**config.mk**
```make
export PLATFORM = sky130hd
export DESIGN_NAME = count_pwm_gen_flat
export DESIGN_NICKNAME = d
export VERILOG_FILES = /design/src/rtl/count_pwm_gen_pkg.sv /design/src/rtl/count_pwm_gen_if.sv /design/src/rtl/count_pwm_gen_duty_shadow_reg.sv /design/src/rtl/count_pwm_gen.sv /design/src/flat_wrapper.sv
export SDC_FILE = /design/constraint.sdc
export NUM_CORES = 1
export LEC_CHECK = 0
export ABC_AREA = 1
export CAP_MARGIN = 20
export CORE_MARGIN = 1.5
export CORE_UTILIZATION = 23
export CTS_CLUSTER_DIAMETER = 30
export DETAILED_ROUTE_END_ITERATION = 16
export MAX_ROUTING_LAYER = met4
export PLACE_DENSITY = 0.52
export SLEW_MARGIN = 20
export SYNTH_ARGS = -nofsm -noshare
export SYNTH_HDL_FRONTEND = slang
export SYNTH_SLANG_ARGS = --single-unit
```
**constraint.sdc**
```tcl
create_clock -name clk -period 4.7 [get_ports clk]
set_input_delay 0.94 -clock clk [delete_from_list [all_inputs] [get_ports clk]]
set_output_delay 0.94 -clock clk [all_outputs]
set_load 0.005 [all_outputs]
```
**src/rtl/count_pwm_gen_pkg.sv**
```systemverilog
// Shared types and constants for the counter-driven PWM generator.
package count_pwm_gen_pkg;

    localparam int CW_DEF  = 4;
    localparam int PW_DEF  = 8;
    localparam int CNT_MAX = 2**CW_DEF - 1;

    typedef enum logic {
        SYNC = 1'b0,
        RUN  = 1'b1
    } state_t;

endpackage

```
**src/rtl/count_pwm_gen_if.sv**
```systemverilog
// Duty-value valid/ready handshake between a duty source and the PWM block.
interface count_pwm_gen_if #(parameter int CW = 4);

    logic [CW-1:0] duty_in;
    logic          duty_valid;
    logic          duty_ready;

    modport master (output duty_in, output duty_valid, input  duty_ready);
    modport slave  (input  duty_in, input  duty_valid, output duty_ready);

endinterface

```
**src/rtl/count_pwm_gen_duty_shadow_reg.sv**
```systemverilog
// Double-buffered duty register: accepts a value into a shadow slot and
// promotes it to the active duty on the next apply strobe (counter wrap).
module duty_shadow_reg #(
    parameter int CW = 4,
    parameter logic [CW-1:0] DUTY_RST = 8
) (
    input  logic          clk,
    input  logic          rst_n,
    input  logic [CW-1:0] duty_in,
    input  logic          duty_valid,
    output logic          duty_ready,
    input  logic          apply,
    output logic [CW-1:0] active_duty,
    output logic [CW-1:0] cmp_duty
);

    logic [CW-1:0] shadow;
    logic          pending;
    logic          accept;
    logic          load;

    // accept needs an empty shadow and load needs a full one, so they never collide
    assign accept     = duty_valid && !pending;
    assign load       = apply && pending;
    assign duty_ready = !pending;

    // The wrap sample itself must already see the new duty.
    assign cmp_duty = load ? shadow : active_duty;

    always_ff @(posedge clk or negedge rst_n) begin
        if (!rst_n) begin
            active_duty <= DUTY_RST;
            shadow      <= '0;
            pending     <= 1'b0;
        end else if (load) begin
            active_duty <= shadow;
            pending     <= 1'b0;
        end else if (accept) begin
            shadow  <= duty_in;
            pending <= 1'b1;
        end
    end

endmodule

```
**src/rtl/count_pwm_gen.sv**
```systemverilog
// PWM generator driven by a free-running upstream counter, with wrap
// detection, completed-period counting and sticky continuity checking.
module count_pwm_gen
    import count_pwm_gen_pkg::*;
#(
    parameter int CW       = CW_DEF,
    parameter int PW       = PW_DEF,
    parameter int DUTY_RST = 8
) (
    input  logic          clk,
    input  logic          rst_n,
    input  logic [CW-1:0] cnt_in,
    count_pwm_gen_if.slave duty,
    output logic          pwm_out,
    output logic          wrap_pulse,
    output logic [PW-1:0] period_count,
    output logic          stall_err
);

    localparam logic [CW-1:0] MAX_CNT = '1;
    localparam logic [CW-1:0] RST_DUTY = DUTY_RST[CW-1:0];

    state_t        state, state_nxt;
    logic          run;
    logic [CW-1:0] prev_cnt;
    logic          wrap;
    logic          skip;
    logic [CW-1:0] active_duty;
    logic [CW-1:0] cmp_duty;

    always_ff @(posedge clk or negedge rst_n) begin
        if (!rst_n) state <= SYNC;
        else        state <= state_nxt;
    end

    always_comb begin
        state_nxt = state;
        run       = 1'b0;
        case (state)
            SYNC: state_nxt = RUN;
            RUN:  run       = 1'b1;
            default: state_nxt = SYNC;
        endcase
    end

    assign wrap = run && (prev_cnt == MAX_CNT) && (cnt_in == '0);
    assign skip = cnt_in != CW'(prev_cnt + CW'(1));

    duty_shadow_reg #(.CW(CW), .DUTY_RST(RST_DUTY)) u_shadow (
        .clk         (clk),
        .rst_n       (rst_n),
        .duty_in     (duty.duty_in),
        .duty_valid  (duty.duty_valid),
        .duty_ready  (duty.duty_ready),
        .apply       (wrap),
        .active_duty (active_duty),
        .cmp_duty    (cmp_duty)
    );

    always_ff @(posedge clk or negedge rst_n) begin
        if (!rst_n) begin
            prev_cnt     <= '0;
            pwm_out      <= 1'b0;
            wrap_pulse   <= 1'b0;
            period_count <= '0;
            stall_err    <= 1'b0;
        end else begin
            prev_cnt <= cnt_in;
            if (run) begin
                pwm_out    <= cnt_in < cmp_duty;
                wrap_pulse <= wrap;
                if (wrap) period_count <= period_count + PW'(1);
                if (skip) stall_err <= 1'b1;
            end
        end
    end

endmodule

```
**src/flat_wrapper.sv**
```systemverilog
// flat-port wrapper written by rule: the top's interface ports become plain ports
module count_pwm_gen_flat import count_pwm_gen_pkg::*;
#(
    parameter int CW       = CW_DEF,
    parameter int PW       = PW_DEF,
    parameter int DUTY_RST = 8
)
  (clk, rst_n, cnt_in, pwm_out, wrap_pulse, period_count, stall_err, duty_duty_in, duty_duty_valid, duty_duty_ready);
  count_pwm_gen_if #(.CW(CW)) duty_i ();
  input  logic clk;
  input  logic rst_n;
  input  logic [CW-1:0] cnt_in;
  output logic pwm_out;
  output logic wrap_pulse;
  output logic [PW-1:0] period_count;
  output logic stall_err;
  input wire logic [$bits(duty_i.duty_in)-1:0] duty_duty_in;
  input wire logic [$bits(duty_i.duty_valid)-1:0] duty_duty_valid;
  output wire logic [$bits(duty_i.duty_ready)-1:0] duty_duty_ready;
  assign duty_i.duty_in = duty_duty_in;
  assign duty_i.duty_valid = duty_duty_valid;
  assign duty_duty_ready = duty_i.duty_ready;
  count_pwm_gen #(.CW(CW), .PW(PW), .DUTY_RST(DUTY_RST)) u_core (.clk(clk), .rst_n(rst_n), .cnt_in(cnt_in), .duty(duty_i), .pwm_out(pwm_out), .wrap_pulse(wrap_pulse), .period_count(period_count), .stall_err(stall_err));
endmodule
```
==> impl_results.md <==
- Status: complete, no violations
- Layout fillers: 516
- Remaining Overflow, GRT: 0
- Number of cells produced by synthesis: 110
- Most frequent standard cell in the layout excluding fill and tap cells: dfrtp_1
- Initial antenna violation count: 0
- Synth Net Count: 126
- Number of buffers added on ports: 22
- Largest fanout on the critical path: 5
- TritonCTS Sinks: 25
- RSZ-0062 raised after global routing: false
- Layout Area Growth over Synthesis: 29.4%
- Worst-case headroom to the max-slew limit: 63.3%
- Average wire per standard cell: 10.3 um
- Number of cells on the worst reg-to-reg path: 10
- Vert. Die Dim: 74.7 um
- Clk_lat worst skew: 0.27 ns
- DRC marker count from the first detailed-route iteration: 30
- Final worst-path setup slack: 2.11 ns
- Buffer count from post-CTS setup fixing: 0
- Worst-case hold slack: 0.482 ns
- Number of routed nets with antenna violations: 0
- Setup TNS: 0 ns
- Number of iterations in the first detailed-routing pass: 2
- Antenna diode count: 0
- Global-route wire length before repair: 3610 um
- Leak pwr: around 0.00076 uW
- Total of hold buffers inserted after clock tree synthesis: 0
- Maximum number of pins on one net before global-route repair: 26
- Worst Path Class, Setup: input port to flip-flop
- Pre-CTS WS: 1.82 ns
- Fraction of layout cells with a size suffix above 1: 15.4%
- Detailed Route WL: 2090 um
- Combined area of all synthesized cells: between 1000 and 1500 um^2
- Clock period minus worst slack: about 2.6 ns
- Distinct cell type count of the synthesized netlist: 30
- Instance count along the most critical hold path: 1
- Count of boundary I/O pins: 23
- DP Wirelength: 1660 um
- Average cell area after synthesis: 10.7 um^2
- EDFF count, synth: 0
- Setup-violating endpoint count in the final report: 0
- Number of H-tree branching levels: 1
- Final count of pins violating max slew: 0
- Final estimated routing congestion in global placement: 0.792
- Post-layout power: 442 uW
- Largest vdd supply drop: approximately 0.00011 V
- Measured slew at the worst slew-check pin: between 0.5 and 0.6 ns
- Max_cap viols: 0
- Die footprint: 5580 um^2
- Flop and latch count out of synthesis: 25
- Category of the worst setup path launch point: input port
- Routed vias/inst: just under 4
- Largest buffer count on any clock path: 2
- Ys Warns: 0
- Nets: 153
- Type of the tightest min-delay check: flip-flop to flip-flop
- Fmax: 386 MHz
- Clk slew on worst S/H paths: 0.09 ns
- Data arrival, critical path: ~2.8 ns
- Fraction of synthesis flops using an asynchronous set or reset pin: 100%
- Ys flop type: dfrtp_1
- DRC Markers: 0
- All-Layer GR Usage: 8.84%
- CTS tree: built
- Total power divided by cell area: 289 nW/um^2
- Commonest cells after routing, fill and taps aside: dfrtp_1 (24), clkdlybuf4s50_1 (21), nand2_1 (18)
- Type of element capturing the critical path: flip-flop
- Period Utilization, post-route: 55.2%
- Vias in the first global route: about 830
- Post-CTS resize count: 0
- Floorplan core area: 4850 um^2
- Detailed-route via count: between 700 and 800
- Initial core utilization: between 20 and 25%
- Cts bufs inserted: 3
- Die width: 74.7 um
- Clock root buffer master: clkbuf_8
- Sequential cell area fraction in the yosys report: 53.0%
- Final number of hold-violating endpoints: 0
- Worst clock skew on the final layout: about 0.0022 ns
- Standard-cell row count: 25
- Required arrival time at the worst endpoint: 4.91 ns
[Yosys cell counts (2+ instances only)]
cell	number	area (um^2)
nand2_1	18	67.6
xnor2_1	6	52.6
nand4_1	2	12.5
xor2_1	6	52.6
mux2_2	4	45.0
dfrtp_1	24	601
inv_2	2	7.51
inv_1	14	52.6
o21ai_1	2	10.0
nand3_1	5	25.0
ha_1	5	62.6
or2_0	2	12.5
nor2_1	3	11.3
[routing by layer]
| layer | vias up | track usage [%] | wire, um |
|---|---|---|---|
| li1 | 397 | - | - |
| met1 | 376 | 9.92 | 907 |
| met2 | 10 | 15.8 | 1100 |
| met3 | 2 | 1.20 | 65 |
| met4 | 0 | 3.64 | 16 |
| met5 | - | - | 0 |
[cells by family (layout without fill, tap and decap cells)]
kind of cell    after synthesis  after routing  synth area share [%]
xor+xnor                     12             12                  8.89
other cells                   1              1                 0.317
mux                           4              4                  3.81
buf+inv                      16             42                  5.08
simple gates                 40             40                  19.9
flops                        25             25                  53.0
compound gates                7              7                  3.70
fa+ha+maj                     5              5                  5.29
[registers in the layout, indices dropped and copies added (netlist names)]
signal	count
u_core.period_count	8
u_core.prev_cnt	4
u_core.pwm_out	1
u_core.stall_err	1
u_core.state	1
u_core.u_shadow.active_duty	4
u_core.u_shadow.pending	1
u_core.u_shadow.shadow	4
u_core.wrap_pulse	1
[metrics by stage]
stage / std cells / util, % / cell area, um^2
after floorplan: 110 / - / 1180
after global placement: 199 / 30.7 / 1490
after detailed placement: 199 / 30.6 / 1480
after CTS: 203 / 31.6 / 1530
after global routing: 203 / 31.6 / 1530
final: 203 / 31.6 / 1530
[final timing paths]
path / startpoint / end / slack [ns]
worst max-delay path: cnt_in[1] / u_core.pwm_out$_DFFE_PN0P_ / 2.11
worst min-delay path: u_core.period_count[7]$_DFFE_PN0P_ / u_core.period_count[7]$_DFFE_PN0P_ / 0.48
worst max register to register: u_core.prev_cnt[0]$_DFF_PN0_ / u_core.pwm_out$_DFFE_PN0P_ / 2.76
worst min register to register: u_core.period_count[7]$_DFFE_PN0P_ / u_core.period_count[7]$_DFFE_PN0P_ / 0.48
max in group asynchronous: rst_n / u_core.u_shadow.active_duty[3]$_DFF_PN1_ / 3.68
min in group asynchronous: rst_n / u_core.period_count[0]$_DFFE_PN0P_ / 0.65
[critical path: stages]
cell and delay, ns:
clkdlybuf4s50_1 0.51, inv_2 0.08, nand2_1 0.08, nor2_4 0.18, nand3_2 0.11, or2_1 0.24, o21ai_2 0.07, ha_1 0.26
a211oi_1 0.20, nand2_1 0.08, nand2_1 0.06
[report_power, final]
group	internal (uW)	total, uW	switching, uW	leakage, uW
clock network	60.0	130	69.7	0.0000217
logic	33.7	63.5	29.8	0.000431
registers	237	249	11.5	0.000304
total	331	442	111	0.000757
[final cells by class]
| cell class | instances | area [um^2] | area share (%) |
|---|---|---|---|
| Clock buffer | 3 | 41.3 | 2.70 |
| Inverter | 16 | 60.1 | 3.92 |
| Sequential cell | 25 | 627 | 41.0 |
| Tap cell | 67 | 83.8 | 5.48 |
| Multi-Input combinational cell | 69 | 495 | 32.4 |
| Clock inverter | 1 | 7.51 | 0.491 |
| Timing Repair Buffer | 22 | 215 | 14.1 |
No activity file was read; power rests on OpenSTA's default activity.
